## src/rtl/lcd_responder.sv

```systemverilog
// HD44780-style character-LCD responder: latches lcd_* bus strobes, executes the
// firmware's instruction subset and keeps an 80-byte DDRAM shadow with a debug read port.
`timescale 1ns/1ps
module lcd_responder #(
    parameter int CMD_CYCLES = 4
) (
    input  logic       clk,
    input  logic       rst_n,
    input  logic [7:0] lcd_data,
    input  logic [1:0] lcd_ctrl,
    input  logic       lcd_enable,
    output logic [7:0] rd_data,
    output logic       busy,
    output logic [6:0] ac,
    output logic       display_on,
    output logic       entry_inc,
    output logic       cmd_strobe,
    output logic [1:0] err,
    input  logic [6:0] dbg_addr,
    output logic [7:0] dbg_char
);
    localparam int CNT_W = $clog2(CMD_CYCLES + 1);

    typedef enum logic [1:0] {S_CLEARING, S_BUSY, S_IDLE} state_t;

    state_t           r_state, w_state_nxt;
    logic [6:0]       r_clr_idx, w_clr_idx_nxt;
    logic [CNT_W-1:0] r_cnt, w_cnt_nxt;
    logic [6:0]       r_ac, w_ac_nxt;
    logic             r_entry_inc, w_entry_nxt;
    logic             r_display_on, w_disp_nxt;
    logic [1:0]       r_err, w_err_nxt;
    logic             r_strobe, w_strobe_nxt;
    logic [7:0]       r_rd_data, w_rd_nxt;
    logic             r_en_q;
    logic [7:0]       r_data_q;
    logic [1:0]       r_ctrl_q;
    logic [7:0]       r_ddram [80];
    logic             w_we;
    logic [6:0]       w_we_idx;
    logic [7:0]       w_we_byte;
    logic             w_fall, w_rise;

    // Both DDRAM lines share the same offset range 0x00-0x27 in bits [5:0].
    function automatic logic addr_legal(input logic [6:0] a);
        return a[5:0] <= 6'd39;
    endfunction

    function automatic logic [6:0] addr_idx(input logic [6:0] a);
        return a[6] ? (7'(a[5:0]) + 7'd40) : a;
    endfunction

    function automatic logic [6:0] ac_step(input logic [6:0] a, input logic inc);
        if (inc)
            return (a == 7'h27) ? 7'h40 : (a == 7'h67) ? 7'h00 : a + 7'd1;
        else
            return (a == 7'h00) ? 7'h67 : (a == 7'h40) ? 7'h27 : a - 7'd1;
    endfunction

    assign w_fall     = r_en_q && !lcd_enable;
    assign w_rise     = !r_en_q && lcd_enable;
    assign busy       = (r_state != S_IDLE);
    assign ac         = r_ac;
    assign display_on = r_display_on;
    assign entry_inc  = r_entry_inc;
    assign cmd_strobe = r_strobe;
    assign err        = r_err;
    assign rd_data    = r_rd_data;
    assign dbg_char   = addr_legal(dbg_addr) ? r_ddram[addr_idx(dbg_addr)] : 8'h00;

    always_ff @(posedge clk or posedge rst_n) begin
        if (rst_n) begin
            r_state      <= S_CLEARING;
            r_clr_idx    <= 7'd0;
            r_cnt        <= '0;
            r_ac         <= 7'd0;
            r_entry_inc  <= 1'b1;
            r_display_on <= 1'b0;
            r_err        <= 2'b00;
            r_strobe     <= 1'b0;
            r_rd_data    <= 8'h00;
            r_en_q       <= 1'b0;
        end else begin
            r_state      <= w_state_nxt;
            r_clr_idx    <= w_clr_idx_nxt;
            r_cnt        <= w_cnt_nxt;
            r_ac         <= w_ac_nxt;
            r_entry_inc  <= w_entry_nxt;
            r_display_on <= w_disp_nxt;
            r_err        <= w_err_nxt;
            r_strobe     <= w_strobe_nxt;
            r_rd_data    <= w_rd_nxt;
            r_en_q       <= lcd_enable;
        end
    end

    // Bus data/control captures and the DDRAM carry no reset; the clear sequence fills it.
    always_ff @(posedge clk) begin
        r_data_q <= lcd_data;
        r_ctrl_q <= lcd_ctrl;
        if (w_we)
            r_ddram[w_we_idx] <= w_we_byte;
    end

    always_comb begin
        w_state_nxt   = r_state;
        w_clr_idx_nxt = r_clr_idx;
        w_cnt_nxt     = r_cnt;
        w_ac_nxt      = r_ac;
        w_entry_nxt   = r_entry_inc;
        w_disp_nxt    = r_display_on;
        w_err_nxt     = r_err;
        w_strobe_nxt  = 1'b0;
        w_rd_nxt      = r_rd_data;
        w_we          = 1'b0;
        w_we_idx      = r_clr_idx;
        w_we_byte     = 8'h20;

        case (r_state)
            S_CLEARING: begin
                w_we = 1'b1;
                if (r_clr_idx == 7'd79)
                    w_state_nxt = S_IDLE;
                else
                    w_clr_idx_nxt = r_clr_idx + 7'd1;
            end
            S_BUSY: begin
                if (r_cnt <= CNT_W'(1))
                    w_state_nxt = S_IDLE;
                else
                    w_cnt_nxt = r_cnt - CNT_W'(1);
            end
            default: ;
        endcase

        if (w_rise && lcd_ctrl[1])
            w_rd_nxt = lcd_ctrl[0] ? r_ddram[addr_idx(r_ac)] : {busy, r_ac};
        if (w_fall && r_ctrl_q[1] && r_ctrl_q[0])
            w_ac_nxt = ac_step(r_ac, r_entry_inc);

        // Writes come last so they take priority over a read's ac advance.
        if (w_fall && !r_ctrl_q[1]) begin
            if (r_state != S_IDLE) begin
                w_err_nxt[0] = 1'b1;
            end else begin
                w_strobe_nxt = 1'b1;
                w_state_nxt  = S_BUSY;
                w_cnt_nxt    = CNT_W'(CMD_CYCLES);
                if (r_ctrl_q[0]) begin
                    w_we      = 1'b1;
                    w_we_idx  = addr_idx(r_ac);
                    w_we_byte = r_data_q;
                    w_ac_nxt  = ac_step(r_ac, r_entry_inc);
                end else begin
                    casez (r_data_q)
                        8'b0000_0001: begin
                            w_ac_nxt      = 7'd0;
                            w_entry_nxt   = 1'b1;
                            w_state_nxt   = S_CLEARING;
                            w_clr_idx_nxt = 7'd0;
                        end
                        8'b0000_001?: w_ac_nxt = 7'd0;
                        8'b0000_01??: w_entry_nxt = r_data_q[1];
                        8'b0000_1???: w_disp_nxt = r_data_q[2];
                        8'b001?_????: ;
                        8'b1???_????: begin
                            if (addr_legal(r_data_q[6:0]))
                                w_ac_nxt = r_data_q[6:0];
                            else
                                w_err_nxt[1] = 1'b1;
                        end
                        default: w_err_nxt[1] = 1'b1;
                    endcase
                end
            end
        end
    end
endmodule

```

## config.mk

```make
export PLATFORM = sky130hd
export DESIGN_NAME = lcd_responder
export DESIGN_NICKNAME = d
export VERILOG_FILES = /design/src/rtl/lcd_responder.sv
export SDC_FILE = /design/constraint.sdc
export NUM_CORES = 1
export LEC_CHECK = 0
export CAP_MARGIN = 10
export CORE_MARGIN = 5
export CORE_UTILIZATION = 40
export DETAILED_ROUTE_END_ITERATION = 16
export PLACE_DENSITY = 0.63
export SETUP_SLACK_MARGIN = 0.5
export SYNTH_ARGS = -nofsm -noshare
export SYNTH_HDL_FRONTEND = slang
export SYNTH_SLANG_ARGS = --single-unit
```

## constraint.sdc

```tcl
create_clock -name clk -period 3.65 [get_ports clk]
set_input_delay 0.9125 -clock clk [delete_from_list [all_inputs] [get_ports clk]]
set_output_delay 0.9125 -clock clk [all_outputs]
set_load 0.03 [all_outputs]
```

======== Word level (Yosys, flattened, before mapping) ========
Memory sizes are Yosys's and may differ from the RTL's.
Index checks and enable logic that the tools add are counted.
operators by class
  multiplexer cells ....................... 49
  reductions and logical operators ........ 18
  bitwise logic cells ..................... 3
  add/sub/neg operators ................... 6
  magnitude comparators ................... 3
  eq/ne operators ......................... 12
operators by type and width
  cell                                                                count
  7-bit 2-to-1 mux                                                    21
  8-bit 2-to-1 mux                                                    5
  7-bit == test, second input constant                                3
  6-bit by 6-bit adder with 7-bit output, second input constant       2
  7-bit by 1-bit adder with 7-bit output, second input constant       2
  7-bit one-hot mux with 2 select lines                               1
  6-bit less-or-equal comparator, second input constant               2
  3-bit 2-to-1 mux                                                    4
  1-bit 2-to-1 mux                                                    11
  8-bit by 1-bit == test with 1-bit output, second input constant     1
  2-bit 2-to-1 mux                                                    4
  4-bit AND reduction                                                 2
  7-bit by 1-bit == test with 1-bit output, second input constant     1
  7-bit by 6-bit == test with 1-bit output, second input constant     1
  7-bit zero test                                                     1
  7-bit by 1-bit subtractor with 7-bit output, second input constant  1
  6-bit by 1-bit == test with 1-bit output, second input constant     1
  1-bit logical AND                                                   6
  5-bit by 1-bit == test with 1-bit output, second input constant     1
  5-bit AND reduction                                                 1
  5-bit OR reduction                                                  1
  2-bit != test, second input constant                                2
  1-bit one-hot mux with 2 select lines                               2
  2-bit one-hot mux with 2 select lines                               1
  other kinds (10)                                                    14
word-level totals
  bits in registers ....................... 43
  memories ................................ 1
  bits in writable memories ............... 640
  output and inout bits ................... 29
  logic and storage cells ................. 105
memories
  name     words  bits a word  rd ports  clocked after Yosys merged registers in  write ports  RTL line  RTL
  r_ddram  80     8            2         0                                        1            38        logic [7:0] r_ddram [80];

======== Depth between registers and ports, before layout ========
Gate-level depths: netlist of the first run.
  depth in word-level cells ............... 10
  mapped depth ............................ 11

======== Worst setup path before layout of the first run ========
No wires, ideal clock.
  kind .................................... input -> register
  from .................................... input port lcd_enable
  to ...................................... memory r_ddram[0][2], data pin
  setup slack ............................. -489 ps
  arrival ................................. 3565 ps
  stages on the path ...................... 4
  setup time .............................. 574 ps
  buffers on the path ..................... 1
  data required time ...................... 3076 ps
  path through ............................ nor3b_2 -> nand3_1 -> clkbuf_1 -> nor2_1
between the ends
  word-level cells in the longest chain between the ends .. 4
RTL lines
  element            RTL line  RTL
  from (decl)        11        input logic lcd_enable,
  1-bit zero test    60        assign w_fall = r_en_q && !lcd_enable;
  1-bit logical AND  60
  1-bit logical AND  142       if (w_fall && !r_ctrl_q[1]) begin
  8-bit 2-to-1 mux   142
  net w_we_byte[2]   41        logic [7:0] w_we_byte;
  to (decl)          38
The timed path passes the listed nets, and every way through them passes these cells.

======== Worst setup path after layout of the first run ========
  from .................................... input port dbg_addr[0]
  to ...................................... output port dbg_char[4]
between the ends
  word-level cells in the longest chain between the ends .. 4
RTL lines
  element                                 RTL line  RTL
  from (decl)                             19        input logic [6:0] dbg_addr,
  6-bit by 6-bit adder with 7-bit output  50        return a[6] ? (7'(a[5:0]) + 7'd40) : a;
  7-bit 2-to-1 mux                        50
  memory 80 x 8 bit                       n/a
  8-bit 2-to-1 mux *                      69        assign dbg_char = addr_legal(dbg_addr) ? r_ddram[addr_idx(dbg_addr)] : 8'h00;
  to (decl)                               20        output logic [7:0] dbg_char
Every way passes the cells marked *; elsewhere a longest branch is shown, timed or not.

==> run metrics, run 1 <==
initial antenna violation count 2; status finished with violations; failing checks negative setup slack; P_sw 6.06 mW; final wirelength 107 mm; Reg2Reg Setup Slack 0.64 ns; Reg clk slew, reported paths 0.05 ns; DIE WIDTH 298 µm; Switching Share 29.5%; Max clock buf depth 3; CP Class in2out; Slew HR 34.4%; worst slew pin tran 0.984 ns; vias per cell 6.26; post-route ant nets 0; GP Congestion 0.933; First DRT Iteration DRCs 2621; sequential area share after synthesis 60.9%; post-detailed-route wirelength per cell 31.8 µm; clk sinks 683; core box area 82200 µm²; Final WS setup -0.487 ns; standard-cell rows 105; Die H 298 µm; worst vdd ir 0.405 mV; Post-synth ARST share 4.83%; layout cells sized above 1 38.4%; # hold bufs at CTS 0; Final min period 4.14 ns; WP data arrival 3.22 ns; worst hold endpoint err[0]; Tightest Hold Check Type reg2reg; Final setup viols 8; nets 2271; Mean Syn Cell Area 17.1 µm²; Cell Area, Placed 37200 µm²; largest net degree at the start of global routing 81; Cell variety after synth 81; first-pass GRT wire length 155 mm; critical path capture point type primary output; Buffers on Ports 48; RSZ-0062 raised after global routing true; leak pwr 12.0 nW; Slew Viols, Final 0; Worst-Skew Late Latency 0.63 ns; P per Cell Area 504 nW/µm²; reg2reg path depth 7; cts bufs inserted 76; DIE AREA 89000 µm²; CTS tree built; Tot Pwr 20.5 mW; Fmax 0.242 GHz; Worst Hold Launch err[0]; H-tree levels 3; RR Startpoint ac[3]; clock network power share 35.9%; GRT Overall Usage 23.8%; number of synthesized flops with an enable pin 640; routed via count 21.1k; fillers 6777; Seq pwr share 42.7%; count of max-cap constraint violations 0; area delta synth->final 22.2%; Final Instance Area 40600 µm²; dpl hpwl 73.6 mm; Comb pwr share 21.3%; Syn Inst Count 1940; reg2reg end rd_data[5]; Cell Area, Synth 33300 µm²; Top FF cell, synth edfxtp_1; final hold violations 0; vias in the first global route 21.0k; # IOs 49; synth warn 0; Pre-antenna DRT Iters 6; internal power 14.4 mW; Clock Skew 0.0186 ns; total grt overflow 0; CTS root buf clkbuf_16; Final period util 113%; Syn Nets 1969; Starting Density 40.4%; CP max FO 8; DR DRC count 0; Worst Setup Start Kind primary input; hold path depth 1; CP required 2.74 ns; fin util 49.4%; Yosys reg bits 683
[what timing repair did]
action / CTS / global route
resized for setup: 84 / 27
pin swaps: 19 / 16
setup endpoints to repair: 99 / 84
buffers inserted: 34 / 14
cloned: 7 / 0
[kinds of logic (layout without fill, tap and decap cells)]
family | after synthesis | count (layout) | share of synthesized area [%]
compound gates | 178 | 178 | 3.68
other cells | 0 | 1 | 0
mux | 458 | 458 | 25.8
simple gates | 436 | 436 | 6.49
buf+inv | 159 | 519 | 2.34
flops | 683 | 683 | 60.9
fa+ha+maj | 9 | 9 | 0.339
xor+xnor | 17 | 17 | 0.470
[worst max path at each step]
stage	from	end	slack (ns)	depth (start not counted)
2_1_floorplan	dbg_addr[0]	dbg_char[6]	0.19	8
3_3_place_gp	dbg_addr[6]	dbg_char[1]	-0.80	11
6_report	dbg_addr[0]	dbg_char[4]	-0.49	11
4_1_cts	dbg_addr[0]	dbg_char[5]	-0.49	11
5_1_grt	dbg_addr[0]	dbg_char[0]	-0.51	12
3_5_place_dp	dbg_addr[6]	dbg_char[5]	-0.89	11
[critical path, stage by stage]
cell and delay, ns:
buf_16 0.12, buf_16 0.17, buf_12 0.14, buf_4 0.11, mux4_2 0.57, mux2i_1 0.23
nor3_1 0.09, nor4_2 0.33, buf_4 0.19, a311oi_4 0.14, buf_6 0.19
[synthesized netlist by cell type (all sizes together) (9+ instances only)]
master / number / area (µm²)
a21oi: 21 / 105
a311oi: 9 / 78.8
a31oi: 10 / 62.6
and2: 11 / 68.8
buf: 87 / 509
clkbuf: 55 / 206
dfrtp: 32 / 801
dfxtp: 10 / 200
edfxtp: 640 / 19200
ha: 9 / 113
inv: 16 / 60.1
mux2: 16 / 180
mux2i: 124 / 1240
mux4: 318 / 7160
nand2: 107 / 402
nand2b: 10 / 62.6
nand3: 34 / 170
nor2: 127 / 477
nor2b: 12 / 82.6
nor3: 50 / 250
nor3b: 36 / 275
nor4: 21 / 146
o21a: 10 / 75.1
o21ai: 37 / 185
o22ai: 25 / 156
xnor2: 10 / 87.6
[metal layers]
metal / up-vias / wire length, µm / global-route usage (%)
li1: 8665 / - / -
met1: 11000 / 42400 / 33.2
met2: 1199 / 48800 / 36.6
met3: 209 / 11800 / 6.74
met4: 4 / 4190 / 7.89
met5: - / 34 / 0
[sequential cells by signal, summed over array words and instances, names as in the netlist, named ones only]
signal,cells
r_state,1
ac,7
rd_data,8
entry_inc,1
err,2
display_on,1
r_ctrl_q,2
cmd_strobe,1
r_clr_idx,7
r_data_q,8
r_cnt,3
r_ddram,640
r_en_q,1
[power by group through the flow]
stage	Clock (mW)	Combinational [mW]	Sequential [mW]
after detailed placement	0	4.14	8.93
after global placement	0	4.11	8.93
after CTS	7.48	4.31	8.75
after global routing	7.83	4.55	8.76
after floorplan	0	2.58	8.84
final	7.37	4.37	8.76
[layout make-up]
| class | count | area, µm² | area share (%) |
|---|---|---|---|
| Timing Repair Buffer | 366 | 3890 | 9.58 |
| Antenna cell | 1 | 2.50 | 0.00616 |
| Tap cell | 1070 | 1340 | 3.29 |
| Clock inverter | 46 | 348 | 0.856 |
| Inverter | 17 | 63.8 | 0.157 |
| Multi-Input combinational cell | 1098 | 12700 | 31.3 |
| Clock buffer | 90 | 2030 | 4.99 |
| Sequential cell | 683 | 20300 | 49.9 |
[placed cells by master, fill, tap and decap left out, drive strengths merged, types with 21 or more instances in the layout]
cell and n:
clkdlybuf4s50 32, buf 330, a21oi 21, inv 21, nand2 107, o21ai 37
mux4 318, nor3b 36, nor4 21, mux2i 124, dfrtp 32, nand3 34
edfxtp 640, clkinv 35, nor3 50, nor2 127, clkbuf 90, o22ai 25
[through the flow]
step	std cells	hold slack, ns	setup WS [ns]	setup TNS, ns
after floorplan	1940	0.512	0.193	0
after global placement	3179	0.446	-0.797	-28.05
after detailed placement	3179	0.485	-0.888	-30.64
after CTS	3356	0.496	-0.489	-3.60
after global routing	3370	0.516	-0.513	-3.85
final	3371	0.481	-0.487	-3.46
Note: power is estimated with default switching activity, not from simulation.
==> inputs of run 2 (changes only) <==
==> constraint.sdc (replaced) <==
create_clock -name clk -period 3.65 [get_ports clk]
set_input_delay 0.9125 -clock clk [delete_from_list [all_inputs] [get_ports clk]]
set_output_delay 0.9125 -clock clk [all_outputs]
set_load 0.05 [all_outputs]
==> run 2 against run 1 <==
Compared with the run above:
- the flow still finishes with violations (negative setup slack)
- setup slack improved by 0.053 ns
- critical endpoint is now dbg_char[3]
- highest routed layer is now met4
- maximum frequency rose by 1.3%
- via count rose by 2.2%
==> run metrics, run 2 (synthesized netlist as in run 1, its figures left out) <==
Cell Area, Placed 37700 µm²; total negative slack -3.17 ns; Max clock buf depth 3; worst slew pin tran 0.797 ns; final wirelength 109 mm; layout cells sized above 1 40.3%; pre-CTS setup slack -0.769 ns; largest net degree at the start of global routing 81; routed via count 21.6k; CP max FO 5; first-pass GRT wire length 154 mm; Die H 298 µm; Worst Setup Start Kind primary input; Worst-Skew Late Latency 0.66 ns; CP Class in2out; DIE AREA 89000 µm²; fillers 6607; Reg clk slew, reported paths 0.05 ns; RSZ-0062 raised after global routing true; P per Cell Area 512 nW/µm²; clock network power share 36.7%; core box area 82200 µm²; DIE WIDTH 298 µm; standard-cell rows 105; Seq pwr share 41.5%; Comb pwr share 21.8%; CP required 2.74 ns; Clock Skew 0.0501 ns; # hold bufs at CTS 0; Tightest Hold Check Type reg2reg; final hold violations 0; Slew HR 46.4%; vias in the first global route 21.5k; # IOs 49; Fmax 0.245 GHz; H-tree levels 3; dpl cells 3192; most common cell after layout, fill and taps aside edfxtp_1; internal power 14.8 mW; max reg flops 640; critical path capture point type primary output; GP Congestion 0.959; post-route ant nets 0; worst vdd ir 0.393 mV; leak pwr 12.3 nW; cts bufs inserted 75; largest reg by FF count r_ddram; Buffers on Ports 48; Final period util 112%; Multi-input gate area 13000 µm²; Switching Share 30.0%; post-detailed-route wirelength per cell 32.1 µm; final hold slack 0.459 ns; Tot Pwr 21.2 mW; GRT Overall Usage 23.7%; CTS root buf clkbuf_16; Pre-antenna DRT Iters 5; Starting Density 40.4%; Final Instance Area 41400 µm²; CTS tree built; area delta synth->final 24.4%; vias per cell 6.39; Final min period 4.08 ns; Final setup viols 8; FF/Latch Area 20300 µm²; Final WS setup -0.435 ns; count of max-cap constraint violations 0; First DRT Iteration DRCs 2502; initial antenna violation count 1; DR DRC count 0; total grt overflow 0; nets 2279; clk sinks 683; dpl hpwl 73.1 mm; fin util 50.3%; Non-Filler Instances 3379; failing checks negative setup slack; P_sw 6.35 mW; WP data arrival 3.17 ns; status finished with violations; Slew Viols, Final 0; commonest cells after routing, fill and taps aside edfxtp_1, mux4_2, buf_4, mux2i_1, nand2_1
[run 2: cell count changes in the layout (fill, tap and decap cells not counted), moves of 6 or more]
cell       before  now
a311oi_2        7    0
a311oi_4        1    8
buf_16          8   16
bufinv_16       3    9
mux2i_2         8   15
nor3_1         44   28
nor3_2          6   20
nor3b_1        27   16
nor3b_2         8   16
nor4_1         11    4
[run 2: layout make-up]
class / count / area share, %
Timing Repair Buffer: 375 / 10.0
Multi-Input combinational cell: 1098 / 31.5
Clock buffer: 90 / 4.70
Tap cell: 1070 / 3.24
Sequential cell: 683 / 49.0
Inverter: 17 / 0.154
Antenna cell: 1 / 0.00605
Clock inverter: 45 / 1.39
[run 2: timing repair]
action / 4_1_cts / 5_1_grt
resized for setup: 99 / 24
setup buffers: 31 / 10
setup endpoints to repair: 92 / 328
cloned: 10 / 0
pin swaps: 22 / 14
[run 2: layer usage]
layer	GRT usage, %	part of all wire [%]	vias up
met5	0	0	-
met3	6.07	11	229
met1	33.2	39	11300
li1	-	-	8672
met4	8.23	4.2	0
met2	36.5	46	1367
[run 2: worst paths after layout]
kind / cells after the start / end / slack (ns) / start
max: 11 / dbg_char[3] / -0.43 / dbg_addr[0]
min: 1 / err[0] / 0.46 / err[0]
max reg2reg: 8 / r_ddram[12][0] / 0.66 / ac[4]
min reg2reg: 1 / err[0] / 0.46 / err[0]
max in group asynchronous: 3 / ac[3] / 2.54 / rst_n
min in group asynchronous: 3 / ac[2] / 0.73 / rst_n
[run 2: worst max-delay path, stage by stage]
cell,delay (ns)
buf_16,0.13
buf_8,0.14
buf_12,0.11
mux4_2,0.59
mux2i_2,0.22
nor3b_2,0.08
nor4_2,0.39
buf_4,0.19
a311oi_4,0.08
buf_6,0.16
buf_12,0.14
[run 2: power by group through the flow]
stage / Clock, mW / Sequential (mW) / Combinational [mW]
finish: 7.77 / 8.80 / 4.62
CTS: 7.87 / 8.79 / 4.55
global route: 8.16 / 8.80 / 4.81
detailed placement: 0 / 8.97 / 4.33
global placement: 0 / 8.97 / 4.31
floorplan: 0 / 8.93 / 2.65
==> inputs of run 3 (changes only) <==
--- a/config.mk
+++ b/config.mk
@@ -6,7 +6,6 @@
 export NUM_CORES = 1
 export LEC_CHECK = 0
 export CAP_MARGIN = 10
-export CORE_MARGIN = 5
 export CORE_UTILIZATION = 40
 export DETAILED_ROUTE_END_ITERATION = 16
 export PLACE_DENSITY = 0.63
==> run 3 against run 2 <==
Compared with the run above:
- the run still ends with negative setup slack left
- via count decreased by 2.0%
- sequential share of layout area about the same
- worst hold slack improved by 0.0071 ns
- non-clock buffer count increased by 14
- critical path type unchanged
- critical endpoint is now dbg_char[4]
==> run metrics, run 3 (synthesized netlist as in run 1, its figures left out) <==
status finished with violations; failing checks negative setup slack; GRT Overall Usage 24.7%; Fmax 0.250 GHz; RSZ-0062 raised after global routing true; Final period util 110%; most common cell after layout, fill and taps aside edfxtp_1; post-detailed-route wirelength per cell 30.7 µm; worst slew pin tran 1.04 ns; Slew HR 30.9%; Worst-Skew Late Latency 0.63 ns; Comb pwr share 22.2%; critical path launch point dbg_addr[0]; RR Startpoint ac[4]; CP dominant cell by count buf_12; leak pwr 12.2 nW; fin util 50.3%; clk sinks 683; CTS tree built; CP required 2.74 ns; # hold bufs at CTS 0; Reg clk slew, reported paths 0.05 ns; dpl hpwl 70.8 mm; cell family with most CP delay multiplexers; initial antenna violation count 0; count of max-cap constraint violations 0; met1 Usage GRT 34.5%; Worst Hold Launch err[0]; WP data arrival 3.09 ns; Worst Setup Start Kind primary input; FF/Latch Area 20300 µm²; largest reg by FF count r_ddram; max incr delay on CP 0.58 ns; worst vdd ir 0.463 mV; DIE WIDTH 290 µm; P_sw 6.15 mW; Final WS setup -0.356 ns; Multi-input gate area 13300 µm²; met3 usage 5.74%; standard-cell rows 105; Buffers on Ports 48; cts bufs inserted 75; GP Congestion 0.967; max reg flops 640; Seq pwr share 42.8%; routed via count 21.2k; final wirelength 104 mm; Die H 290 µm; largest net degree at the start of global routing 81; DIE AREA 84300 µm²; # IOs 49; core box area 82200 µm²; total grt overflow 0; final hold slack 0.466 ns; GR Util met2 38.0%; CP Class in2out; H-tree levels 3; Max clock buf depth 3; CTS root buf clkbuf_16; Switching Share 29.9%; Final setup viols 8; P per Cell Area 497 nW/µm²; clock network power share 35.0%; pre-CTS setup slack -0.979 ns; vias per cell 6.24; Final min period 4.01 ns; Buf+Inv Stages, Crit Path 5; nets 2293; post-route ant nets 0; gr busiest metal met2; Slew Viols, Final 0; layout cells sized above 1 41.6%; First DRT Iteration DRCs 2557; internal power 14.4 mW; Clock Skew 0.0291 ns; commonest cells after routing, fill and taps aside edfxtp_1, mux4_2, buf_4, nand2_1, nor2_1; critical path capture point type primary output; final hold violations 0; Starting Density 40.4%; Tightest Hold Check Type reg2reg; area delta synth->final 24.4%; first-pass GRT wire length 151 mm; CP max FO 7; fillers 6654; DR DRC count 0; Crit-path slowest cell mux4_2; crit path cell chain buf_16 > buf_12 > buf_12 > mux4_2 > mux2i_1 > nor3b_2 > nor4_2 > buf_4 > a311oi_4 > buf_6; Diodes inserted 0; vias in the first global route 21.2k; Pre-antenna DRT Iters 6
-- run 3: changes by cell type in the layout (fill, tap and decap cells not counted), moves of 7 or more --
cell,previous run,this run
buf_4,239,251
buf_6,13,26
clkbuf_1,14,24
mux2i_1,107,87
mux2i_4,2,20
nor3b_1,16,9
nor3b_2,16,26
-- run 3: power groups by stage --
stage	combinational [mW]	sequential [mW]	clock (mW)
3_5_place_dp	4.26	8.93	0
2_1_floorplan	2.65	8.93	0
3_3_place_gp	4.24	8.93	0
5_1_grt	4.73	8.79	7.61
4_1_cts	4.44	8.77	7.32
6_report	4.57	8.78	7.20
-- run 3: routing by layer --
metal | part of all wire [%] | up-vias
li1 | - | 8700
met4 | 3.4 | 0
met2 | 46 | 1177
met1 | 40 | 11100
met5 | 0 | -
met3 | 9.7 | 188
-- run 3: layout make-up --
cell class                 count  area share [%]
timing repair buffer         389            9.97
multi-input combinational   1098            32.1
inverter                      17           0.154
clock inverter                31           0.671
sequential                   683            49.0
clock buffer                 101            4.88
tap                         1070            3.24
-- run 3: through the flow --
stage | instance area, µm² | total power [mW] | setup TNS [ns] | cells
after floorplan | 33900 | 11.6 | 0 | 1940
after global placement | 37600 | 13.2 | -28.54 | 3199
after detailed placement | 37600 | 13.2 | -27.63 | 3199
after CTS | 40900 | 20.5 | -2.55 | 3370
after global routing | 41400 | 21.1 | -2.90 | 3389
final | 41400 | 20.5 | -2.57 | 3389
-- run 3: worst paths after layout --
kind                                        to  slack, ns  depth (start not counted)
min in group asynchronous               err[1]       0.72                          2
worst max register to register  r_ddram[71][3]       0.61                          9
worst min register to register          err[0]       0.47                          1
max in group asynchronous            entry_inc       2.10                          3
worst max-delay path               dbg_char[4]      -0.36                         10
worst min-delay path                    err[0]       0.47                          1
-- run 3: repair_timing --
action / 4_1_cts / 5_1_grt
pin swaps: 29 / 23
resized for setup: 132 / 51
setup endpoints to repair: 82 / 130
buffers inserted: 31 / 19
gates cloned: 8 / 0
